**src/rtl/issue_pkg.sv**
```systemverilog
// Shared types for the issue scheduler: functional-unit class encoding.
package issue_pkg;

  localparam int FU_CLASS_W = 2;

  // Class of work a candidate needs / a port serves.
  typedef enum logic [FU_CLASS_W-1:0] {
    FU_ALU    = 2'd0,
    FU_MEM    = 2'd1,
    FU_BR     = 2'd2,
    FU_MULDIV = 2'd3
  } fu_class_e;

endpackage : issue_pkg

```
**src/rtl/oldest_picker.sv**
```systemverilog
// Combinational oldest-first selector: given a request mask and a ROB-relative
// age per requester, returns a one-hot vector naming the oldest requester.
// Equal ages resolve to the lowest index. An empty mask yields all zeros.
module oldest_picker #(
  parameter int NUM_REQ = 4,
  parameter int AGE_W   = 7
) (
  input  logic [NUM_REQ-1:0]            req_i,
  input  logic [NUM_REQ-1:0][AGE_W-1:0] age_i,
  output logic [NUM_REQ-1:0]            grant_o
);

  // A requester wins unless some other active requester is strictly older,
  // or equally old with a lower index.
  always_comb begin
    for (int i = 0; i < NUM_REQ; i++) begin
      grant_o[i] = req_i[i];
      for (int j = 0; j < NUM_REQ; j++) begin
        if ((j != i) && req_i[j] &&
            ((age_i[j] < age_i[i]) || ((age_i[j] == age_i[i]) && (j < i)))) begin
          grant_o[i] = 1'b0;
        end
      end
    end
  end

endmodule : oldest_picker

```
**src/rtl/issue_scheduler.sv**
```systemverilog
// Out-of-order issue scheduler. Each cycle, free functional-unit ports are
// filled in ascending port order with the oldest ready candidate of the
// matching class. Issued ops are registered per port; ops that occupy a port
// for several cycles are tracked with a per-port busy countdown.
module issue_scheduler
  import issue_pkg::*;
#(
  parameter int NUM_CAND  = 4,
  parameter int NUM_FU    = 4,
  parameter int ROB_IDX_W = 7,
  parameter int OCC_W     = 5,
  parameter int PAYLOAD_W = 128,
  parameter logic [NUM_FU*FU_CLASS_W-1:0] FU_CLASS_MAP = {FU_BR, FU_MEM, FU_ALU, FU_ALU}
) (
  input  logic                           clk,
  input  logic                           rst,
  input  logic                           flush,
  input  logic [ROB_IDX_W-1:0]           rob_head,
  input  logic [NUM_CAND-1:0]            cand_valid,
  input  logic [NUM_CAND*FU_CLASS_W-1:0] cand_class,
  input  logic [NUM_CAND*ROB_IDX_W-1:0]  cand_rob_idx,
  input  logic [NUM_CAND*OCC_W-1:0]      cand_occ,
  input  logic [NUM_CAND*PAYLOAD_W-1:0]  cand_payload,
  output logic [NUM_CAND-1:0]            cand_ack,
  input  logic [NUM_FU-1:0]              fu_stall,
  output logic [NUM_FU-1:0]              iss_valid,
  output logic [NUM_FU*ROB_IDX_W-1:0]    iss_rob_idx,
  output logic [NUM_FU*PAYLOAD_W-1:0]    iss_payload,
  output logic [NUM_FU-1:0]              fu_busy
);

  // Age relative to the ROB head; modular subtraction keeps ordering correct
  // across ROB index wrap-around.
  logic [NUM_CAND-1:0][ROB_IDX_W-1:0] cand_age;

  // Candidates eligible for any port this cycle. Nothing is offered during a
  // flush or while reset is held, which forces cand_ack low.
  logic [NUM_CAND-1:0] avail_base;

  // Compute each candidate's age from the ROB head.
  always_comb begin
    for (int c = 0; c < NUM_CAND; c++) begin
      cand_age[c] = cand_rob_idx[c*ROB_IDX_W +: ROB_IDX_W] - rob_head;
    end
  end

  assign avail_base = (flush || rst) ? '0 : cand_valid;

  // One slice per port. The availability mask and the accumulated ack are
  // passed from port p-1 to port p, so a candidate taken by a lower port is
  // never offered to a higher one.
  for (genvar p = 0; p < NUM_FU; p++) begin : g_port
    logic [NUM_CAND-1:0]  avail_in;
    logic [NUM_CAND-1:0]  avail_out;
    logic [NUM_CAND-1:0]  ack_in;
    logic [NUM_CAND-1:0]  ack_out;
    logic [NUM_CAND-1:0]  class_hit;
    logic [NUM_CAND-1:0]  req;
    logic [NUM_CAND-1:0]  grant;
    logic                 port_free;
    logic [ROB_IDX_W-1:0] sel_rob;
    logic [PAYLOAD_W-1:0] sel_payload;
    logic [OCC_W-1:0]     sel_occ;

    logic                 valid_q,   valid_d;
    logic [ROB_IDX_W-1:0] rob_q,     rob_d;
    logic [PAYLOAD_W-1:0] payload_q, payload_d;
    logic [OCC_W-1:0]     busy_q,    busy_d;

    if (p == 0) begin : g_head
      assign avail_in = avail_base;
      assign ack_in   = '0;
    end else begin : g_chain
      assign avail_in = g_port[p-1].avail_out;
      assign ack_in   = g_port[p-1].ack_out;
    end

    for (genvar c = 0; c < NUM_CAND; c++) begin : g_class
      assign class_hit[c] = (cand_class[c*FU_CLASS_W +: FU_CLASS_W] ==
                             FU_CLASS_MAP[p*FU_CLASS_W +: FU_CLASS_W]);
    end

    // A port can accept a new op once its occupancy has drained and its
    // current issue slot is empty or being consumed this cycle.
    assign port_free = (busy_q == '0) && (!valid_q || !fu_stall[p]);
    assign req       = avail_in & class_hit & {NUM_CAND{port_free}};

    oldest_picker #(
      .NUM_REQ (NUM_CAND),
      .AGE_W   (ROB_IDX_W)
    ) u_picker (
      .req_i   (req),
      .age_i   (cand_age),
      .grant_o (grant)
    );

    assign avail_out = avail_in & ~grant;
    assign ack_out   = ack_in | grant;

    // Steer the granted candidate's fields onto this port (one-hot AND-OR mux).
    always_comb begin
      sel_rob     = '0;
      sel_payload = '0;
      sel_occ     = '0;
      for (int c = 0; c < NUM_CAND; c++) begin
        if (grant[c]) begin
          sel_rob     = sel_rob     | cand_rob_idx[c*ROB_IDX_W +: ROB_IDX_W];
          sel_payload = sel_payload | cand_payload[c*PAYLOAD_W +: PAYLOAD_W];
          sel_occ     = sel_occ     | cand_occ[c*OCC_W +: OCC_W];
        end
      end
    end

    // Next-state for the issue register and occupancy counter. A grant only
    // happens when the counter is zero, so load and decrement never collide.
    // NOTE: every _d starts from its _q so no path leaves a variable unassigned (no latch).
    always_comb begin
      valid_d   = valid_q;
      rob_d     = rob_q;
      payload_d = payload_q;
      busy_d    = busy_q;
      if (|grant) begin
        valid_d   = 1'b1;
        rob_d     = sel_rob;
        payload_d = sel_payload;
        busy_d    = sel_occ;
      end else begin
        if (busy_q != '0) begin
          busy_d = busy_q - {{(OCC_W-1){1'b0}}, 1'b1};
        end
        // A flush squashes the held issue even if the unit is stalled; the
        // busy count keeps draining since the unit is still occupied.
        if (flush || !fu_stall[p]) begin
          valid_d = 1'b0;
        end
      end
    end

    // Per-port state registers with asynchronous reset.
    // NOTE: index and payload flops are reset as well so the issue outputs read
    // all-zero during reset rather than stale data.
    always_ff @(posedge clk or posedge rst) begin
      if (rst) begin
        valid_q   <= 1'b0;
        rob_q     <= '0;
        payload_q <= '0;
        busy_q    <= '0;
      end else begin
        // NOTE: non-blocking assignments so every flop samples pre-edge values.
        valid_q   <= valid_d;
        rob_q     <= rob_d;
        payload_q <= payload_d;
        busy_q    <= busy_d;
      end
    end

    assign iss_valid[p]                             = valid_q;
    assign iss_rob_idx[p*ROB_IDX_W +: ROB_IDX_W]    = rob_q;
    assign iss_payload[p*PAYLOAD_W +: PAYLOAD_W]    = payload_q;
    assign fu_busy[p]                               = (busy_q != '0);
  end : g_port

  assign cand_ack = g_port[NUM_FU-1].ack_out;

endmodule : issue_scheduler
```
**config.mk**
```make
export PLATFORM = sky130hd
export DESIGN_NAME = issue_scheduler
export DESIGN_NICKNAME = d
export VERILOG_FILES = /design/src/rtl/issue_pkg.sv /design/src/rtl/oldest_picker.sv /design/src/rtl/issue_scheduler.sv
export SDC_FILE = /design/constraint.sdc
export NUM_CORES = 2
export LEC_CHECK = 0
export ABC_CLOCK_PERIOD_IN_PS = 20700
export CAP_MARGIN = 10
export CORE_AREA = 2 2 444 446
export CTS_CLUSTER_DIAMETER = 100
export CTS_CLUSTER_SIZE = 24
export DETAILED_ROUTE_END_ITERATION = 10
export DIE_AREA = 0 0 446 448
export GPL_ROUTABILITY_DRIVEN = 0
export SLEW_MARGIN = 20
export SYNTH_ARGS = -nofsm -noshare
export SYNTH_HDL_FRONTEND = slang
export SYNTH_SLANG_ARGS = --single-unit
```
**constraint.sdc**
```tcl
create_clock -name clk -period 20.7 [get_ports clk]
set_clock_uncertainty 0.1 [all_clocks]
set_input_delay 2.07 -clock clk [delete_from_list [all_inputs] [get_ports clk]]
set_output_delay 2.07 -clock clk [all_outputs]
set_load 0.02 [all_outputs]
```
=== Yosys cells after proc, flatten, opt, wreduce, memory -nomap -nowiden ===
Cells that the tools add are included.

* Flip-flop bits (word level): 564
* Bits of input ports: 586
* Output and inout bits: 552
* Logic and storage cells: 315

* Add/subtract/negate cells: 8
* Magnitude comparators: 12
* Equal/unequal tests: 14
* Muxes and demuxes: 113
* Bitwise logic cells: 53
* Reduce and logical (&&, ||, !) cells: 99

{| class="wikitable"
|+ Operator list
! operator !! number
|-
| $mux W128 || 16
|-
| $or A128 B128 Y128 || 12
|-
| $mux W5 || 24
|-
| $mux W7 || 16
|-
| $lt A7 B7 Y1 || 12
|-
| $or A7 B7 Y7 || 12
|-
| $or A5 B5 Y5 || 12
|-
| $mux W1 || 56
|-
| $logic_and A1 B1 Y1 || 52
|-
| $and A4 B4 Y4 || 11
|-
| $eq A7 B7 Y1 || 6
|-
| $sub A7 B7 Y7 || 4
|-
| $logic_not A5 Y1 || 4
|-
| $reduce_bool A5 Y1 || 4
|-
| $sub A5 B1 Y5 const B || 4
|-
| $reduce_bool A2 Y1 || 8
|-
| $reduce_or A4 Y1 || 4
|-
| $logic_or A1 B1 Y1 || 15
|-
| $not A4 Y4 || 3
|-
| $or A4 B4 Y4 || 3
|-
| $eq A2 B1 Y1 const B || 4
|-
| $eq A2 B2 Y1 const B || 4
|-
| $logic_not A1 Y1 || 8
|-
| $logic_not A2 Y1 || 4
|-
| $mux W4 || 1
|}

=== Longest topological paths before layout ===
* Depth in word-level cells: 40
* Mapped depth: 25
* Depth with buffers taken out: 22

=== By module ===
A second synthesis with hierarchy kept.

* Cell total of the unflattened synthesis: 4031
* Area, all modules: 36199.7 µm²

{| class="wikitable"
|+ By module, submodules not included
! module !! times used !! cells an instance !! area each (µm²) !! sequential area each (µm²)
|-
| issue_scheduler || 1 || 3443 || 31870.6 || 14113.5
|-
| oldest_picker || 4 || 147 || 1082.3 || 0.0
|}

=== Least setup slack after synthesis ===
No wires, ideal clock.

* Kind: input to output
* Start point: in rob_head[1]
* End point: out cand_ack[3]
* Data arrival time: 6053 ps
* Required time: 18530 ps
* Path slack: 12477 ps
* Cell stages on the path: 17
* Buffers on the path: 2
* Cell sequence: inv_1 -> ha_1 -> nor2b_1 -> o31ai_1 -> nand2_1 -> ha_1 -> and4_1 -> a21oi_1 -> maj3_1 -> o211a_1 -> nor3_1 -> and3b_1 -> buf_2 -> nor3_2 -> nor4b_4 -> buf_2 -> or4_1

* Longest elaborated chain between the ends: 31
* Elaborated cells on any way between the ends: 121
* Those cells by class: add/sub: 4; order compare: 12; eq/ne: 6; mux: 39; bitwise: 15; reduce/logical: 45

{| class="wikitable"
|+ RTL lines
! element !! line !! text
|-
| start, declared || issue_scheduler.sv:18 || <nowiki>input logic [ROB_IDX_W-1:0] rob_head,</nowiki>
|-
| $sub A7 B7 Y7 || issue_scheduler.sv:43 || <nowiki>cand_age[c] = cand_rob_idx[c*ROB_IDX_W +: ROB_IDX_W] - rob_head;</nowiki>
|-
| $lt A7 B7 Y1 or $eq A7 B7 Y1 (tied branches) || oldest_picker.sv:20 || <nowiki>((age_i[j] < age_i[i]) || ((age_i[j] == age_i[i]) && (j < i)))) begin</nowiki>
|-
| $logic_or A1 B1 Y1 or $logic_and A1 B1 Y1 (tied branches) || oldest_picker.sv:20, oldest_picker.sv:19 ||
|-
| $logic_and A1 B1 Y1 or $mux W1 (tied branches) || oldest_picker.sv:19 || <nowiki>if ((j != i) && req_i[j] &&</nowiki>
|-
| $mux W1 (2 in series) || oldest_picker.sv:19 ||
|-
| $mux W1 or $not A4 Y4 (tied branches) || oldest_picker.sv:19, issue_scheduler.sv:97 ||
|-
| $not A4 Y4 or $and A4 B4 Y4 (tied branches) || issue_scheduler.sv:97 || <nowiki>assign avail_out = avail_in & ~grant;</nowiki>
|-
| $and A4 B4 Y4 (on tied branches) || issue_scheduler.sv:97, issue_scheduler.sv:86 ||
|-
| [... 13 more ...] || n/a ||
|-
| $mux W1 or $not A4 Y4 (tied branches) || oldest_picker.sv:19, issue_scheduler.sv:97 ||
|-
| $not A4 Y4 or $and A4 B4 Y4 (tied branches) || issue_scheduler.sv:97 ||
|-
| $and A4 B4 Y4 (on tied branches) || issue_scheduler.sv:97, issue_scheduler.sv:86 ||
|-
| $and A4 B4 Y4 || issue_scheduler.sv:86 || <nowiki>assign req = avail_in & class_hit & {NUM_CAND{port_free}};</nowiki>
|-
| $and A4 B4 Y4 or $logic_and A1 B1 Y1 (tied branches) || issue_scheduler.sv:86, oldest_picker.sv:19 ||
|-
| $mux W1 or $logic_and A1 B1 Y1 (tied branches) || oldest_picker.sv:19 ||
|-
| $mux W1 (2 in series) || oldest_picker.sv:19 ||
|-
| $or A4 B4 Y4 (*) || issue_scheduler.sv:98 || <nowiki>assign ack_out = ack_in | grant;</nowiki>
|-
| end, declared || issue_scheduler.sv:24 || <nowiki>output logic [NUM_CAND-1:0] cand_ack,</nowiki>
|}

Mark *: on every way between the ends. The rest lies on a longest branch, timed or not.

=== Final worst setup path ===
* Start point: in rob_head[2]
* End point: out cand_ack[3]

Same word-level chain as after synthesis.

==> results.md <==
- Outcome: complete, no violations
- Post-synth ARST share: 1.000
- TritonCTS clock tree: yes
- Worst Setup SP: rob_head[2]
- Global-route wire length before repair: 331.6 mm
- Via/cell ratio: approximately 5.7
- Top-area cell type share of the netlist area: 0.4233
- Initial antenna violation count: 65
- MaxCap Viol Count: 0
- Most common cell in the synthesized netlist: a22oi_1
- Die H: between 400 and 500 microns
- Clock network power share: 0.154
- Post-CTS Setup Repair Bufs: 0
- Synth top area cells: dfrtp_1 42%, a22oi_1 22%, a31oi_1 9.7%
- RSZ-0062 raised after global routing: no
- Die area: about 200000 sq um
- Top FF cell, synth: dfrtp_1
- Detailed Route WL: between 200 and 250 mm
- Synth Cell Area: about 33000 sq um
- Placeable Area: 194600 sq um
- DR WL/cell: 34.26 microns
- Commonest cells in the netlist: 987 x a22oi_1, 564 x dfrtp_1, 519 x a31oi_1
- Critical Path AT: just over 8 ns
- DR vias: roughly 40000
- Critical path type: in2out
- Synth cell types: 82
- Layout area overhead: 46.36%
- Max VDD drop: around 66 uV
- Worst Setup End Kind: output port
- Crit Path Max Fanout: 18
- Sw Share: 0.4587
- Post-cts sizing count: 0
- First-pass DRT Iterations: 10
- P per Cell Area: 129.9 nW/um^2
- Setup slack at placement: between 10 and 15 ns
- Core Rows: 162
- Hold Fails Final Rpt: 0
- P_leak: 0.01645 uW
- Root Buffer: clkbuf_16
- Actual slew at the worst max-slew pin: 1.292 ns
- Post-synthesis sequential area ratio: 0.4233
- Post-Syn Nets: between 4000 and 5000
- CTS Hold Buffers Added: 0
- Setup violations, final: 0
- Detail Route Antenna Nets: 0
- Share of power burned in registers: 0.331
- FF+latch count, synth: 564
- Reg-to-Reg Start: g_port[0].busy_q[0]
- Max frequency: about 0.097 GHz
- All-Layer GR Usage: 0.2315
- Post-route DRC: 0
- Min-delay src: g_port[0].payload_q[24]
- Cells after Synth: 3657
- Post-layout minimum cycle time: a little over 10 ns
- I/O pin total: between 1000 and 1500
- Nets: a little over 5000
- Initial Util: 0.1713
- Pint: about 3400 uW
- CP Launch Type: input port
- Worst EP required: approximately 19 ns
- Final total negative setup slack: 0 ns
- Share of cells above drive strength 1: 0.04352
- Max Transition Viols Final: 0
- Die width: between 400 and 500 microns
- Layout Cells excl Fill: a little over 7000
- 1st-iter DRT viols: roughly 6200
- Synth area leader: dfrtp_1
- Final setup margin: approximately 10 ns
- Clk Latency, worst-skew pair: ~0.67 ns
- EDFF count, synth: 0
- # port buffers: about 1100
- Yosys warns: 0
- CTS H-tree depth: 2
- Slew HR: 0.1384
- Remaining Overflow, GRT: 0
- Placed Cells: around 7000
- Worst min-delay path category: reg2reg
- Largest net degree at the start of global routing: between 100 and 150
- Clock slew seen by the registers of the worst setup and hold paths: about 0.11 ns
- CTS Sinks: around 560
- Vias in the first global route: between 30000 and 40000
- Sw Pwr: a little under 3000 uW
- Fin crit share: 0.4974
- Combinational power share: 0.515
- Total CTS buffers: 40
- Clk buf depth: 3
- Detailed placement HPWL: 175.5 mm
- Syn Area/Cell: between 9 and 10 sq um
metal layers:
layer,global-route usage,up-vias,part of all wire
li1,-,16390,-
met1,0.2742,20260,0.35
met2,0.3508,3603,0.44
met3,0.08749,674,0.14
met4,0.1483,14,0.072
met5,0,-,0.00048
through the flow:
stage               instance area [sq um]  hold WS, ns  power (uW)  utilization
detailed placement                  47130       0.3827        5360       0.2422
global route                        48750       0.4347        6606       0.2505
CTS                                 48600       0.4061        6349       0.2498
global placement                    47130       0.3709        5335       0.2422
finish                              48790       0.4087        6337       0.2508
floorplan                           33340       0.3662        3318            -
cells by family after synthesis:
family	count (synthesis)	share of synthesized area
xor gates and xnor gates	30	0.007881
buffers and inverters	448	0.05539
DFF	564	0.4233
and+or+nand+nor	768	0.1029
adders and majority gates	67	0.02597
AOI/OAI and AO/OA	1780	0.3845
layout by cell type, fill, tap and decap left out, drive strengths merged, types with 5 or more instances in the layout:
cell           netlist  layout
o21ai               27      27
a222oi              39      39
and3                 5       5
o211a                5       5
a21oi               57      57
a31oi              520     520
nor4                 6       6
o21a                14      14
a211oi              11      11
nor2               424     424
clkinv               0      11
nor2b               10      10
xor2                11      11
nor3               151     151
and2                 7       7
a22oi              987     987
a32o                26      26
or4                  8       8
nand2               81      81
o311ai               5       5
clkdlybuf4s50        0    1137
o211ai               7       7
inv                 51      63
ha                  62      62
or3                  7       7
buf                 91      83
a221oi              33      33
diode                0      63
nand3               24      24
nor3b                8       8
clkbuf             306      43
a21o                 8       8
xnor2               19      19
nand2b              12      12
dfrtp              564     564
area by class of cell:
type | instances | area, sq um
timing repair buffer | 1220 | 12080
clock buffer | 43 | 1032
clock inverter | 27 | 441.7
sequential | 564 | 14110
inverter | 51 | 198.9
fill | 20960 | 145800
multi-input combinational | 2645 | 17590
antenna | 63 | 157.7
tap | 2542 | 3181
power groups by stage:
stage	Sequential, uW	Clock, uW	Combinational [uW]
after floorplan	2560	0	757
after global placement	2080	0	3250
after detailed placement	2090	0	3270
after global routing	2140	1020	3450
after CTS	2080	990	3280
final	2100	975	3270
critical path: stages:
cell and delay [ns]:
clkdlybuf4s50_1 0.51, inv_1 0.13, ha_1 0.37, o21ai_0 0.26, a21o_1 0.13, a21boi_0 0.56
ha_1 0.38, a21oi_1 0.15, a21oi_1 0.09, maj3_1 0.36, o211a_1 0.17, nor3_1 0.54
and3b_4 0.44, nor3_2 0.47, nor4b_4 0.10, buf_4 0.20, or4_1 0.60, clkdlybuf4s50_1 0.58
final timing paths:
path / end / cells past startpoint / slack (ns)
worst min-delay path: g_port[0].payload_q[24] / 2 / 0.41
max in group asynchronous: g_port[3].payload_q[47] / 5 / 15.54
worst max-delay path: cand_ack[3] / 18 / 10.40
worst max register to register: g_port[0].payload_q[87] / 14 / 14.07
min in group asynchronous: g_port[2].valid_q / 2 / 1.84
worst min register to register: g_port[0].payload_q[24] / 2 / 0.41
sequential cells by signal, indices dropped and copies added (netlist names):
| name | cells |
|---|---|
| g_port.rob_q | 28 |
| g_port.valid_q | 4 |
| g_port.payload_q | 512 |
| g_port.busy_q | 20 |
Note: power is estimated with default switching activity, not from simulation.
